[src/rtl/mux_n_reg_pkg.sv]
// Shared types and helpers for the registered N:1 handshake mux.
package mux_n_reg_pkg;

  typedef enum logic {
    MODE_SEL = 1'b0,
    MODE_RR  = 1'b1
  } mode_e;

  function automatic int clog2(input int n);
    int r;
    r = 0;
    while ((1 << r) < n) r++;
    return r;
  endfunction

endpackage

[src/rtl/mux_n_reg_if.sv]
// Producer/consumer bundle around the registered N:1 mux.
interface mux_n_reg_if #(
  parameter int WIDTH = 32,
  parameter int N     = 8,
  parameter int SEL_W = 3
) ();

  logic [N*WIDTH-1:0] in_data;
  logic [N-1:0]       in_valid;
  logic [N-1:0]       in_ready;
  logic               mode;
  logic [SEL_W-1:0]   sel;
  logic [WIDTH-1:0]   out_data;
  logic [SEL_W-1:0]   out_ch;
  logic               out_valid;
  logic               out_ready;

  modport slave (
    input  in_data,
    input  in_valid,
    output in_ready,
    input  mode,
    input  sel,
    output out_data,
    output out_ch,
    output out_valid,
    input  out_ready
  );

  modport master (
    output in_data,
    output in_valid,
    input  in_ready,
    output mode,
    output sel,
    input  out_data,
    input  out_ch,
    input  out_valid,
    output out_ready
  );

endinterface

[src/rtl/mux_n_reg_rr_arbiter.sv]
// Round-robin priority pick: rotate by ptr, take lowest, rotate back.
module rr_arbiter #(
  parameter int N     = 8,
  parameter int SEL_W = 3
) (
  input  logic [N-1:0]     req,
  input  logic [SEL_W-1:0] ptr,
  output logic [N-1:0]     gnt,
  output logic [SEL_W-1:0] gnt_idx,
  output logic             any
);

  int         base;
  int         off;
  int         idx;
  logic [N-1:0] rot;
  logic [N-1:0] rgnt;

  always_comb begin
    base = (int'(ptr) < N) ? int'(ptr) : 0;
    rot  = N'({req, req} >> base);
    rgnt = '0;
    off  = 0;
    any  = 1'b0;
    for (int i = 0; i < N; i++) begin
      if (rot[i] && !any) begin
        rgnt[i] = 1'b1;
        off     = i;
        any     = 1'b1;
      end
    end
    // doubled vector makes the wrap skip indices >= N
    gnt = N'(({rgnt, rgnt} << base) >> N);
    idx = base + off;
    if (idx >= N) idx = idx - N;
    gnt_idx = SEL_W'(idx);
  end

endmodule

[src/rtl/mux_n_reg.sv]
// Registered N:1 word mux with valid/ready per channel,
// explicit-select or round-robin grant, one-entry output register.
module mux_n_reg
  import mux_n_reg_pkg::*;
#(
  parameter int WIDTH = 32,
  parameter int N     = 8,
  parameter int SEL_W = 3
) (
  input logic          clk,
  input logic          rst_n,
  mux_n_reg_if.slave   bus
);

  if (SEL_W != clog2(N)) begin : g_bad_sel_w
    $error("SEL_W must equal clog2(N)");
  end

  logic             out_valid_q, out_valid_d;
  logic [WIDTH-1:0] out_data_q, out_data_d;
  logic [SEL_W-1:0] out_ch_q, out_ch_d;
  logic [SEL_W-1:0] rr_ptr_q, rr_ptr_d;

  logic             mode_rr;
  logic             load_en;
  logic [N-1:0]     gnt_sel;
  logic [N-1:0]     arb_gnt;
  logic [SEL_W-1:0] arb_idx;
  logic             arb_any;
  logic [N-1:0]     gnt;
  logic [SEL_W-1:0] gnt_idx;
  logic             gnt_any;
  logic             xfer;
  logic [WIDTH-1:0] word;

  rr_arbiter #(
    .N     (N),
    .SEL_W (SEL_W)
  ) u_arb (
    .req     (bus.in_valid),
    .ptr     (rr_ptr_q),
    .gnt     (arb_gnt),
    .gnt_idx (arb_idx),
    .any     (arb_any)
  );

  assign mode_rr = (bus.mode == MODE_RR);
  assign load_en = !out_valid_q || bus.out_ready;

  // out-of-range sel never matches, so it grants nothing
  always_comb begin
    gnt_sel = '0;
    for (int i = 0; i < N; i++)
      gnt_sel[i] = (int'(bus.sel) == i) && bus.in_valid[i];
  end

  always_comb begin
    gnt     = mode_rr ? arb_gnt : gnt_sel;
    gnt_idx = mode_rr ? arb_idx : bus.sel;
    gnt_any = mode_rr ? arb_any : |gnt_sel;
  end

  assign bus.in_ready =
    (rst_n && load_en && gnt_any) ? gnt : '0;
  assign xfer = |(bus.in_ready & bus.in_valid);

  always_comb begin
    word = '0;
    for (int i = 0; i < N; i++)
      word = word |
        (bus.in_data[i*WIDTH +: WIDTH] & {WIDTH{gnt[i]}});
  end

  always_comb begin
    out_valid_d = out_valid_q;
    out_data_d  = out_data_q;
    out_ch_d    = out_ch_q;
    rr_ptr_d    = rr_ptr_q;
    if (load_en) begin
      if (xfer) begin
        out_valid_d = 1'b1;
        out_data_d  = word;
        out_ch_d    = gnt_idx;
        if (mode_rr)
          rr_ptr_d = (int'(gnt_idx) == N - 1) ? '0 :
                     gnt_idx + SEL_W'(1);
      end else begin
        out_valid_d = 1'b0;
      end
    end
  end

  always_ff @(posedge clk or negedge rst_n) begin
    if (!rst_n) begin
      out_valid_q <= 1'b0;
      out_data_q  <= '0;
      out_ch_q    <= '0;
      rr_ptr_q    <= '0;
    end else begin
      out_valid_q <= out_valid_d;
      out_data_q  <= out_data_d;
      out_ch_q    <= out_ch_d;
      rr_ptr_q    <= rr_ptr_d;
    end
  end

  assign bus.out_valid = out_valid_q;
  assign bus.out_data  = out_data_q;
  assign bus.out_ch    = out_ch_q;

endmodule

[src/flat_wrapper.sv]
// flat-port wrapper written by rule: the top's interface ports become plain ports
module mux_n_reg_flat import mux_n_reg_pkg::*;
#(
  parameter int WIDTH = 32,
  parameter int N     = 8,
  parameter int SEL_W = 3
)
  (clk, rst_n, bus_in_data, bus_in_valid, bus_in_ready, bus_mode, bus_sel, bus_out_data, bus_out_ch, bus_out_valid, bus_out_ready);
  mux_n_reg_if #(.WIDTH(WIDTH), .N(N), .SEL_W(SEL_W)) bus_i ();
  input logic clk;
  input logic rst_n;
  input wire logic [$bits(bus_i.in_data)-1:0] bus_in_data;
  input wire logic [$bits(bus_i.in_valid)-1:0] bus_in_valid;
  output wire logic [$bits(bus_i.in_ready)-1:0] bus_in_ready;
  input wire logic [$bits(bus_i.mode)-1:0] bus_mode;
  input wire logic [$bits(bus_i.sel)-1:0] bus_sel;
  output wire logic [$bits(bus_i.out_data)-1:0] bus_out_data;
  output wire logic [$bits(bus_i.out_ch)-1:0] bus_out_ch;
  output wire logic [$bits(bus_i.out_valid)-1:0] bus_out_valid;
  input wire logic [$bits(bus_i.out_ready)-1:0] bus_out_ready;
  assign bus_i.in_data = bus_in_data;
  assign bus_i.in_valid = bus_in_valid;
  assign bus_in_ready = bus_i.in_ready;
  assign bus_i.mode = bus_mode;
  assign bus_i.sel = bus_sel;
  assign bus_out_data = bus_i.out_data;
  assign bus_out_ch = bus_i.out_ch;
  assign bus_out_valid = bus_i.out_valid;
  assign bus_i.out_ready = bus_out_ready;
  mux_n_reg #(.WIDTH(WIDTH), .N(N), .SEL_W(SEL_W)) u_core (.clk(clk), .rst_n(rst_n), .bus(bus_i));
endmodule
[config.mk]
export PLATFORM = sky130hd
export DESIGN_NAME = mux_n_reg_flat
export DESIGN_NICKNAME = d
export VERILOG_FILES = /design/src/rtl/mux_n_reg_pkg.sv /design/src/rtl/mux_n_reg_if.sv /design/src/rtl/mux_n_reg_rr_arbiter.sv /design/src/rtl/mux_n_reg.sv /design/src/flat_wrapper.sv
export SDC_FILE = /design/constraint.sdc
export NUM_CORES = 1
export LEC_CHECK = 0
export BUFFER_PORTS_ARGS = -buffer_cell sky130_fd_sc_hd__buf_2
export CAP_MARGIN = 20
export CORE_MARGIN = 1.5
export CORE_UTILIZATION = 33
export CTS_CLUSTER_DIAMETER = 30
export DETAILED_ROUTE_END_ITERATION = 12
export HOLD_SLACK_MARGIN = 0.15
export PLACE_DENSITY = 0.67
export SLEW_MARGIN = 20
export SYNTH_ARGS = -nofsm -noshare
export SYNTH_HDL_FRONTEND = slang
export SYNTH_SLANG_ARGS = --single-unit
[constraint.sdc]
create_clock -name clk -period 3.7 [get_ports clk]
set_input_delay 0.74 -clock clk [delete_from_list [all_inputs] [get_ports clk]]
set_output_delay 0.74 -clock clk [all_outputs]
set_load 0.05 [all_outputs]
After elaboration in Yosys (flattened, before gate mapping)
Index checks and enable logic that the tools add are counted.
{"block": "word_totals", "regBits": 39, "output_inout_bits": 44, "wordCells": 94}
{"block": "op_classes", "addsub": 3, "order_cmp": 1, "eq_ne": 8, "shifts": 2, "muxes": 29, "bitwise_logic": 16, "reduce_logical": 31}
{"operator": "$and 32x32->32", "n": 8}
{"operator": "$or 32x32->32", "n": 7}
{"operator": "$mux 32", "n": 6}
{"operator": "$add 4x32->32", "n": 1}
{"operator": "$ge 32x5->1 const B", "n": 1}
{"operator": "$mux 1", "n": 18}
{"operator": "$logic_and 1x1->1", "n": 17}
{"operator": "$mux 8", "n": 2}
{"operator": "$reduce_or 8->1", "n": 2}
{"operator": "$shl 16x3->16", "n": 1}
{"operator": "$shr 16x3->8", "n": 1}
{"operator": "$eq 3x3->1 const B", "n": 4}
{"operator": "$mux 3", "n": 3}
{"operator": "$and 8x8->8", "n": 1}
{"operator": "$logic_not 1->1", "n": 8}
{"operator": "$eq 3x1->1 const B", "n": 2}
{"operator": "$eq 3x2->1 const B", "n": 2}
{"operator": "$add 3x1->3 const B", "n": 1}
{"operator": "$logic_not 3->1", "n": 1}
{"operator": "$reduce_and 3->1", "n": 1}
{"operator": "$sub 3x1->3 const B", "n": 1}
{"operator": "$reduce_and 2->1", "n": 1}
{"operator": "$logic_or 1x1->1", "n": 1}

Depth between registers and ports, before layout
Gate-level depths: netlist of run 1.
{"block": "logic_depth", "word_depth": 33, "mapped_depth": 18, "mapped_depth_nobuf": 16}

Modules after synthesis
Synthesis of run 1 repeated with hierarchy kept, for this count alone.
{"block": "hier_totals", "cells_unflattened": 801, "area_unflattened_um2": 6501.2}
{"module": "mux_n_reg", "instances": 1, "cells_per_inst": 677, "area_each_um2": 5569.1}
{"module": "rr_arbiter", "instances": 1, "cells_per_inst": 124, "area_each_um2": 932.1}

Least setup slack after synthesis of run 1
OpenSTA, ideal clock, no wires.
{"block": "synth_path", "path_type": "input port to output port", "startpoint": "input bus_in_valid[1]", "endpoint": "output bus_in_ready[0]", "t_arrival_ns": 3.351, "slack_ns": -0.391, "path_stages": 9, "path_buffers": 2, "cell_sequence": "clkbuf_2 mux4_2 mux2_2 nor2_8 nand4_4 a211oi_4 buf_2 nor2_1 nor2_1"}
{"block": "synth_between", "elab_chain_cells": 26, "word_cells_on_any_way": 37, "classes_between": "shift (2); mux (18); reduce/logical (17)"}
{"element": "start: declaration", "line": "flat_wrapper.sv:13", "text": "input wire logic [$bits(bus_i.in_valid)-1:0] bus_in_valid;"}
{"element": "$shr 16x3->8", "line": "mux_n_reg_rr_arbiter.sv:21", "text": "rot = N'({req, req} >> base);"}
{"element": "$mux 1", "line": "mux_n_reg_rr_arbiter.sv:26", "text": "if (rot[i] && !any) begin"}
{"element": "$logic_not 1->1", "line": "mux_n_reg_rr_arbiter.sv:26"}
{"element": "$logic_and 1x1->1", "line": "mux_n_reg_rr_arbiter.sv:26"}
{"element": "$mux 1", "line": "mux_n_reg_rr_arbiter.sv:26"}
{"element": "$logic_not 1->1", "line": "mux_n_reg_rr_arbiter.sv:26"}
{"element": "$logic_and 1x1->1", "line": "mux_n_reg_rr_arbiter.sv:26"}
{"element": "$mux 1", "line": "mux_n_reg_rr_arbiter.sv:26"}
{"element": "[10 not listed]"}
{"element": "$logic_and 1x1->1", "line": "mux_n_reg_rr_arbiter.sv:26"}
{"element": "$mux 1", "line": "mux_n_reg_rr_arbiter.sv:26"}
{"element": "$logic_not 1->1", "line": "mux_n_reg_rr_arbiter.sv:26"}
{"element": "$logic_and 1x1->1", "line": "mux_n_reg_rr_arbiter.sv:26"}
{"element": "$mux 1", "line": "mux_n_reg_rr_arbiter.sv:26"}
{"element": "$shl 16x3->16 or $mux 1 (tied branches)", "line": "mux_n_reg_rr_arbiter.sv:33, mux_n_reg.sv:60"}
{"element": "$mux 8 or $logic_and 1x1->1 (tied branches)", "line": "mux_n_reg.sv:58, mux_n_reg.sv:64"}
{"element": "$mux 8 (*)", "line": "mux_n_reg.sv:64", "text": "(rst_n && load_en && gnt_any) ? gnt : '0;"}
{"element": "end: declaration", "line": "flat_wrapper.sv:14", "text": "output wire logic [$bits(bus_i.in_ready)-1:0] bus_in_ready;"}
Every way passes the cells marked *; elsewhere a longest branch is shown, timed or not.

Worst setup path in the final report of run 1
{"block": "layout_path", "startpoint": "input bus_in_valid[2]", "endpoint": "output bus_in_ready[6]"}
The elaborated chain is that of the path after synthesis.

==> results of run 1 <==
cell usage after synthesis, types with 9 or more instances:
library cell,count,share of area
mux2i_1,20,0.040
o32a_1,9,0.018
a22o_1,16,0.028
buf_2,15,0.015
nand3_1,18,0.018
dfrtp_1,39,0.19
a221o_1,16,0.032
clkbuf_1,24,0.018
a221oi_1,32,0.056
a22oi_1,41,0.061
nor2_1,44,0.033
mux2_2,10,0.022
a222oi_1,31,0.062
inv_1,13,0.0097
a21oi_1,9,0.0089
nand4_1,12,0.015
nand2_1,82,0.061
a31oi_1,31,0.038
o21ai_0,15,0.015
registers in the layout, summed over array words and instances, names as in the netlist:
name and count:
u_core.bus.out_data 32, u_core.bus.out_ch 3, u_core.rr_ptr_q 3, u_core.bus.out_valid 1
cells by family after synthesis:
| logic type | after synthesis | synth area share |
|---|---|---|
| compound gates | 245 | 0.419 |
| simple gates | 206 | 0.205 |
| buf+inv | 68 | 0.0710 |
| mux | 39 | 0.0973 |
| flops | 39 | 0.194 |
| fa+ha+maj | 4 | 0.0114 |
| xor+xnor | 2 | 0.00347 |
what timing repair did:
item | in CTS | in global routing
pin swaps | 0 | 9
setup buffers | 0 | 6
cloned | 0 | 1
hold buffers | 0 | 0
setup endpoints to repair | 8 | 9
resized for setup | 8 | 40
worst max-delay path: cells and delay by family:
family | cells | cell delay [ps]
mux | 2 | 810
compound gates | 3 | 690
buf+inv | 3 | 360
simple gates | 2 | 310
power groups by stage:
stage	logic (mW)	clock network [mW]	registers [mW]
2_1_floorplan	1.89	0	1.42
3_3_place_gp	3.78	0	0.779
3_5_place_dp	3.77	0	0.778
4_1_cts	3.81	0.464	0.780
5_1_grt	4.18	0.480	0.803
6_report	3.96	0.450	0.780
path summary, 6_finish.rpt:
path,endpoint,slack (ps),cells past startpoint
max,bus_in_ready[6],30,10
min,u_core.bus.out_ch[2],480,2
max reg2reg,u_core.rr_ptr_q[2],170,13
min reg2reg,u_core.bus.out_ch[2],480,2
max in group asynchronous,u_core.rr_ptr_q[2],2730,2
min in group asynchronous,u_core.bus.out_data[9],560,2
final cells by class:
cell class              instances  area, um2
fillers                      1459       7140
multi-input cells             497       3820
repair buffers                401       2320
flip-flops and latches         39        978
well taps                     184        230
clock buffers                   5        125
inverters                      14       52.6
clock inverters                 3       20.0
diodes                          1       2.50
layer usage:
metal / vias to the layer above / share of wire / track usage
met5: - / 0.00047 / 0
met4: 2 / 0.045 / 0.173
met3: 98 / 0.11 / 0.0730
met2: 552 / 0.47 / 0.540
met1: 3393 / 0.38 / 0.399
li1: 3210 / - / -
==> results.cfg, run 1 <==
[finish]
drive_gt1_frac = 0.501
nets = 1233
final_area_mm2 = 0.00755
layout_commonest_cell = buf_2
finalNonFillerCells = 1144
synthToLayoutAreaGrowth_pct = 49.8
mostFrequentLayoutCells = 302 x buf_2, 86 x buf_4, 82 x nand2_1, 43 x nor2_1, 41 x a22oi_1
fin_util = 0.514

[timing]
rsz0062_at_grt = yes
hold_violations = 0
fmax_mhz = 273
clock_skew_ps = 8.77
whs_ps = 480
worst_slack_ps = 34.7
slew_headroom = 0.538
drv_slew = 0
setup_viol = 0
min_period_over_period = 0.991
min_period_ps = 3670
tightest_slew_ps = 686
tns_ps = 0

[grt]
grt_max_degree = 40
grt_remaining_overflow = 0
antenna_found_initial = 2
grt_pass1_vias = 6939
grt_usage = 0.327
grt_pass1_wl_mm = 39.7

[worst_setup_path]
rr_startpoint = u_core.rr_ptr_q[1]
critPathSlowestCell = mux4_2
crit_type = primary input to output pin
worstPathMaxFanout = 7
cp.required_ps = 2960
critPathLaunchType = primary input
max_stage_delay_ps = 510
path_cells = buf_6 -> mux4_2 -> mux2_4 -> buf_6 -> nor2_4 -> a31oi_2 -> o31a_4 -> o21ai_4 -> and2_4 -> buf_8
startpoint = bus_in_valid[2]
cp-end-kind = output pin
crit_top_cell = buf_6
worstPathArrival_ps = 2930

[clocking]
clock-sinks = 39
clock_path_buffers = 2
clk_latency_ps = 300
cts-buffers-inserted = 5
cts_tree = built
cts_root_buf = clkbuf_16
clkSlewWorstSetupHoldPaths_ps = 60
cts_max_level = 2

[die]
io_pins = 315
fp.coreArea_mm2 = 0.0147
num_rows = 44
start_util = 0.343
die_area_mm2 = 0.0160
die_height_um = 127
die_w_um = 127

[yosys]
synthArstFlopShare = 1.00
synth_warnings = 0
syn_area_mm2 = 0.00504
ys_types = 75
synth_cells = 603
seq_area_frac_synth = 0.194
syn_area_per_cell_um2 = 8.36
synth_nets = 878
ys.flop_type = dfrtp_1
synth_edf_count = 0
ys_seq_elements = 39

[detailed_routing]
dr.pass1.iters = 9
wire_per_inst_um = 24.1
drt-total-wl_mm = 27.6
vias = 7255
drtIter0Drc = 764
drc = 0
drtAntennaViolNets = 0
via_per_inst = 6.34

[power]
pwr_density_cell_mw_per_mm2 = 687
pwr-share-seq = 0.150
pwr-share-comb = 0.763
max-vdd-ir-drop_mv = 0.388
power_leakage_nw = 3.46
p_switching_mw = 2.83
cell_internal_pwr_mw = 2.36
finalPower_mw = 5.19
p_sw_frac = 0.545
clkPwrFrac = 0.087

[placement]
dp.final_hpwl_mm = 21.2
numPortBuffers = 314
dpl_worst_slack_ps = -148
dpl_cell_area_mm2 = 0.00723
dp.cells = 1128
gp_congestion = 0.926

[min_path]
min_path_type = register to register
hp-start = u_core.bus.out_ch[2]

[outcome]
status = complete, no violations

[flow_run]
cap_violations = 0
No activity file was read; power rests on OpenSTA's default activity.
==> run 2, diff against run 1 <==
--- a/config.mk
+++ b/config.mk
@@ -13,6 +13,7 @@
 export DETAILED_ROUTE_END_ITERATION = 12
 export HOLD_SLACK_MARGIN = 0.15
 export PLACE_DENSITY = 0.67
+export RECOVER_POWER = 25
 export SLEW_MARGIN = 20
 export SYNTH_ARGS = -nofsm -noshare
 export SYNTH_HDL_FRONTEND = slang
==> run 2 against run 1 <==
The run now ends with capacitance limit, slew limit left. Core utilization barely moved. First-iteration DRC count shrank 1.0%. Sequential power about the same. Die area unchanged. Power is essentially flat. Design area about the same. Hold slack hardly changed. Clock skew down 0.76 ps. Wire length increased by 0.15%. Critical path depth unchanged. Clock power barely moved. Critical endpoint unchanged. Largest cell class unchanged. Largest power group unchanged.
==> results.cfg, run 2 (synthesis results as in run 1) <==
[die]
num_rows = 44
fp.coreArea_mm2 = 0.0147
die_w_um = 127
io_pins = 315
die_height_um = 127
start_util = 0.343
die_area_mm2 = 0.0160

[placement]
numPortBuffers = 314
gp_congestion = 0.926
dp.final_hpwl_mm = 21.2

[power]
cell_internal_pwr_mw = 2.36
clkPwrFrac = 0.087
max-vdd-ir-drop_mv = 0.388
power_leakage_nw = 3.46
pwr_density_cell_mw_per_mm2 = 687
finalPower_mw = 5.19
pwr-share-seq = 0.151
p_switching_mw = 2.83
pwr-share-comb = 0.763
p_sw_frac = 0.545

[detailed_routing]
wire_per_inst_um = 24.1
vias = 7277
drtAntennaViolNets = 0
drc = 0
drtIter0Drc = 756
via_per_inst = 6.36
drt-total-wl_mm = 27.6
dr.pass1.iters = 7

[finish]
layout_commonest_cell = buf_2
nets = 1233
fillers = 1462
largest_reg_flops = 32
mostFrequentLayoutCells = 301 x buf_2, 85 x buf_4, 82 x nand2_1, 43 x nor2_1, 41 x a22oi_1
synthToLayoutAreaGrowth_pct = 49.7
drive_gt1_frac = 0.498

[grt]
grt_usage = 0.327
grt.busiest_layer = met2
grtUsageMet2 = 0.540
use_met1 = 0.399
grt_max_degree = 40
grt_remaining_overflow = 0
met3_usage = 0.0730
grt_pass1_vias = 6939
grt_pass1_wl_mm = 39.7
antenna_found_initial = 2

[clocking]
cts_root_buf = clkbuf_16
cts_tree = built
clkSlewWorstSetupHoldPaths_ps = 60
clk_latency_ps = 300
clock_path_buffers = 2
cts_hold_buf = 0
cts_max_level = 2
cts-buffers-inserted = 5
clock-sinks = 39

[timing]
setup_viol = 0
tightest_slew_ps = 2360
drv_slew = 40
fmax_mhz = 273
min_period_ps = 3660
min_period_over_period = 0.990
slew_headroom = -0.573
rsz0062_at_grt = yes
whs_ps = 480
clock_skew_ps = 8.01
hold_violations = 0

[worst_setup_path]
r2r_end = u_core.rr_ptr_q[2]
startpoint = bus_in_valid[2]
critPathLaunchType = primary input
rr_startpoint = u_core.rr_ptr_q[1]
worstPathMaxFanout = 7
crit_type = primary input to output pin
r2r_slack_ps = 160
cp-end-kind = output pin
worstPathArrival_ps = 2920
cp.required_ps = 2960
rr_worst_depth = 13
setup.worst_path.end = bus_in_ready[6]

[outcome]
status = complete, but fails checks
violations = capacitance limit, slew limit

[min_path]
min_path_type = register to register

[flow_run]
cap_violations = 1
-- run 2: how the worst min path moves through the flow --
stage	from	endpoint	slack, ps	cells after the start
6_report	u_core.bus.out_ch[2]	u_core.bus.out_ch[2]	480	2
5_1_grt	u_core.bus.out_ch[2]	u_core.bus.out_ch[2]	510	2
4_1_cts	u_core.bus.out_ch[2]	u_core.bus.out_ch[2]	480	2
3_5_place_dp	u_core.bus.out_ch[2]	u_core.bus.out_ch[2]	460	2
3_3_place_gp	u_core.bus.out_ch[0]	u_core.bus.out_ch[0]	460	2
2_1_floorplan	rst_n	u_core.bus.out_ch[0]	440	0
-- run 2: power groups by stage --
stage	Combinational [mW]	Clock (mW)	Sequential, mW
2_1_floorplan	1.89	0	1.42
3_3_place_gp	3.78	0	0.779
3_5_place_dp	3.77	0	0.778
4_1_cts	3.81	0.464	0.780
5_1_grt	4.18	0.480	0.803
6_report	3.96	0.449	0.782
-- run 2: final cells by class --
| type | count | area (um2) | share of cell area |
|---|---|---|---|
| Inverter | 14 | 52.6 | 0.00696 |
| Timing Repair Buffer | 401 | 2320 | 0.307 |
| Sequential cell | 39 | 978 | 0.130 |
| Clock buffer | 5 | 125 | 0.0166 |
| Multi-Input combinational cell | 497 | 3820 | 0.506 |
| Clock inverter | 3 | 20.0 | 0.00265 |
| Tap cell | 184 | 230 | 0.0305 |
| Antenna cell | 1 | 2.50 | 0.000331 |
-- run 2: what timing repair did --
action	CTS	global route
pin swaps	0	9
endpoints found under the setup margin	8	9
cloned	0	1
gates resized for setup	8	40
buffers inserted	0	6
-- run 2: metrics by stage --
step / util / setup slack, ps / std cells / cell area [um2] / setup TNS (ps)
6_report: 0.514 / 36.1 / 1144 / 7550 / 0
5_1_grt: 0.514 / -35.9 / 1144 / 7550 / -47.6
4_1_cts: 0.503 / -27.5 / 1136 / 7400 / -33.4
3_5_place_dp: 0.492 / -148 / 1128 / 7230 / -981
3_3_place_gp: 0.492 / -112 / 1128 / 7230 / -747
2_1_floorplan: - / -7.05 / 603 / 5100 / -7.05
-- run 2: critical path, cell delays in order --
cell     delay [ps]
buf_6           110
mux4_2          510
mux2_4          300
buf_6           120
nor2_4          140
a31oi_2         110
o31a_4          400
o21ai_4         180
and2_4          170
buf_8           130
-- run 2: metal layers --
layer | vias up | wire (um)
li1 | 3210 | -
met1 | 3418 | 10400
met2 | 552 | 12900
met3 | 95 | 3060
met4 | 2 | 1250
met5 | - | 13
==> run 3, diff against run 2 <==
--- a/config.mk
+++ b/config.mk
@@ -7,12 +7,13 @@
 export LEC_CHECK = 0
 export BUFFER_PORTS_ARGS = -buffer_cell sky130_fd_sc_hd__buf_2
 export CAP_MARGIN = 20
+export CORE_ASPECT_RATIO = 0.75
 export CORE_MARGIN = 1.5
 export CORE_UTILIZATION = 33
 export CTS_CLUSTER_DIAMETER = 30
 export DETAILED_ROUTE_END_ITERATION = 12
 export HOLD_SLACK_MARGIN = 0.15
-export PLACE_DENSITY = 0.67
+export PLACE_DENSITY_LB_ADDON = 0.1
 export RECOVER_POWER = 25
 export SLEW_MARGIN = 20
 export SYNTH_ARGS = -nofsm -noshare
==> run 3 against run 2 <==
Largest power group unchanged. Die area is essentially flat. Count of clock-buffer cells in the layout grew 1. Clock power shrank 3%. Non-clock buffer count grew 6. Via count grew 0.70%. Clock skew is essentially flat. Highest routed layer unchanged. Sequential power shrank 0.5%. Sequential share of layout area is essentially flat. The flow still finishes with violations (capacitance limit, slew limit). Core utilization grew 0.15 points.
==> results.cfg, run 3 (synthesis results as in run 1) <==
[placement]
dp.final_hpwl_mm = 21.6
dp.cells = 1151
gp_congestion = 1.00
numPortBuffers = 314

[grt]
grt_max_degree = 40
grt_pass1_wl_mm = 39.8
grt_pass1_vias = 7024
antenna_found_initial = 1
grt_usage = 0.322
grt_remaining_overflow = 0

[timing]
hold_violations = 0
fmax_mhz = 275
setup_viol = 0
slew_headroom = -0.508
tightest_slew_ps = 2260
drv_slew = 40
min_period_ps = 3640
clock_skew_ps = 7.99
min_period_over_period = 0.983

[die]
die_area_mm2 = 0.0160
io_pins = 315
fp.coreArea_mm2 = 0.0147
num_rows = 38
start_util = 0.343
die_height_um = 110
die_w_um = 146

[finish]
largest_reg_flops = 32
mostFrequentLayoutCells = 307 x buf_2, 91 x buf_4, 82 x nand2_1, 42 x nor2_1, 41 x a22oi_1
drive_gt1_frac = 0.499
synthToLayoutAreaGrowth_pct = 50.1
finalNonFillerCells = 1165
fillers = 1440
layout_commonest_cell = buf_2
nets = 1238

[detailed_routing]
drtIter0Drc = 914
via_per_inst = 6.29
dr.pass1.iters = 7
vias = 7328
drtAntennaViolNets = 0
drt-total-wl_mm = 27.6
wire_per_inst_um = 23.7
drc = 0

[worst_setup_path]
critPathSlowestCell = or4_4
path_delay_family = simple AND/OR/NAND/NOR gates
startpoint = bus_in_valid[2]
cp.required_ps = 2960
worstPathArrival_ps = 2900
worstPathMaxFanout = 5
path_depth = 9
cp-end-kind = output pin
rr_worst_depth = 13
max_stage_delay_ps = 570
crit_top_cell = buf_4
crit_type = primary input to output pin
crit_buf_inv = 3
rr_startpoint = u_core.rr_ptr_q[1]
path_cells = buf_2 -> mux4_2 -> buf_4 -> mux2i_1 -> nand2_1 -> or4_4 -> nand3b_4 -> and2_4 -> buf_4
critPathLaunchType = primary input

[power]
pwr-share-comb = 0.766
p_sw_frac = 0.543
p_switching_mw = 2.81
finalPower_mw = 5.18
clkPwrFrac = 0.084
pwr_density_cell_mw_per_mm2 = 684
power_leakage_nw = 3.48
cell_internal_pwr_mw = 2.36
max-vdd-ir-drop_mv = 0.496
pwr-share-seq = 0.150

[flow_run]
cap_violations = 1

[min_path]
min_path_type = register to register
whs_path_depth = 2
hp-start = u_core.bus.out_ch[2]

[clocking]
clkSlewWorstSetupHoldPaths_ps = 60
cts_max_level = 2
cts_tree = built
cts_root_buf = clkbuf_16
cts-buffers-inserted = 5
clock_path_buffers = 2
clock-sinks = 39
clk_latency_ps = 290

[outcome]
status = complete, but fails checks
violations = capacitance limit, slew limit
==> run 3: cell count changes in the layout (fill, tap and decap cells not counted), sizes merged <==
cell	before	now
buf	399	404
clkbuf	7	9
and2	9	8
clkinvlp	2	1
==> run 3: stage by stage <==
stage               cell area [um2]  utilization  hold WS (ps)  TNS (ps)  worst slack [ps]
floorplan                      5100            -           444     -7.05             -7.05
global placement               7300        0.497           467      -215              -115
detailed placement             7300        0.497           466      -655              -205
CTS                            7470        0.509           483         0              14.5
global route                   7570        0.515           498     -46.3             -39.8
finish                         7570        0.515           483         0              62.5
==> run 3: area by class of cell <==
| cell class | count | area, um2 | area share |
|---|---|---|---|
| Clock buffer | 6 | 129 | 0.0170 |
| Clock inverter | 2 | 12.5 | 0.00165 |
| Inverter | 14 | 52.6 | 0.00694 |
| Timing Repair Buffer | 407 | 2320 | 0.307 |
| Antenna cell | 1 | 2.50 | 0.000331 |
| Sequential cell | 39 | 978 | 0.129 |
| Tap cell | 200 | 250 | 0.0331 |
| Multi-Input combinational cell | 496 | 3820 | 0.505 |
==> run 3: final timing paths <==
kind	endpoint	slack (ps)
max reg2reg	u_core.rr_ptr_q[2]	120
min	u_core.bus.out_ch[2]	480
max	bus_in_ready[3]	60
max in group asynchronous	u_core.rr_ptr_q[2]	840
min reg2reg	u_core.bus.out_ch[2]	480
min in group asynchronous	u_core.bus.out_data[16]	1390
==> run 3: what timing repair did <==
action                                  4_1_cts  5_1_grt
resized for setup                             9       15
gates cloned                                  0        0
pin swaps                                     0        6
hold buffers                                  0        0
buffers inserted                              1        4
endpoints found under the setup margin        9       10
==> run 3: power groups by stage <==
| stage | clock network [mW] | registers, mW | logic [mW] |
|---|---|---|---|
| after floorplan | 0 | 1.42 | 1.89 |
| after global placement | 0 | 0.778 | 3.79 |
| after detailed placement | 0 | 0.783 | 3.78 |
| after CTS | 0.446 | 0.782 | 3.81 |
| after global routing | 0.461 | 0.804 | 4.16 |
| final | 0.436 | 0.778 | 3.96 |
==> run 3: layer usage <==
| metal | share of wire | track usage | routed length [um] | vias to the layer above |
|---|---|---|---|---|
| met4 | 0.018 | 0.0999 | 492 | 2 |
| met5 | 0.00047 | 0 | 13 | - |
| met2 | 0.46 | 0.511 | 12600 | 568 |
| met1 | 0.42 | 0.443 | 11600 | 3490 |
| met3 | 0.11 | 0.0626 | 2960 | 56 |
| li1 | - | - | - | 3212 |
==> run 3: worst reg2reg max path: cells and delay by family (launching register included) <==
family | cells | cell delay [ps]
flip-flops | 1 | 490
buffers and inverters | 1 | 80
AND/OR/NAND/NOR | 1 | 110
multiplexers | 3 | 1140
AO/OA/AOI/OAI | 4 | 600
adder cells (fa/ha/maj) | 4 | 1080
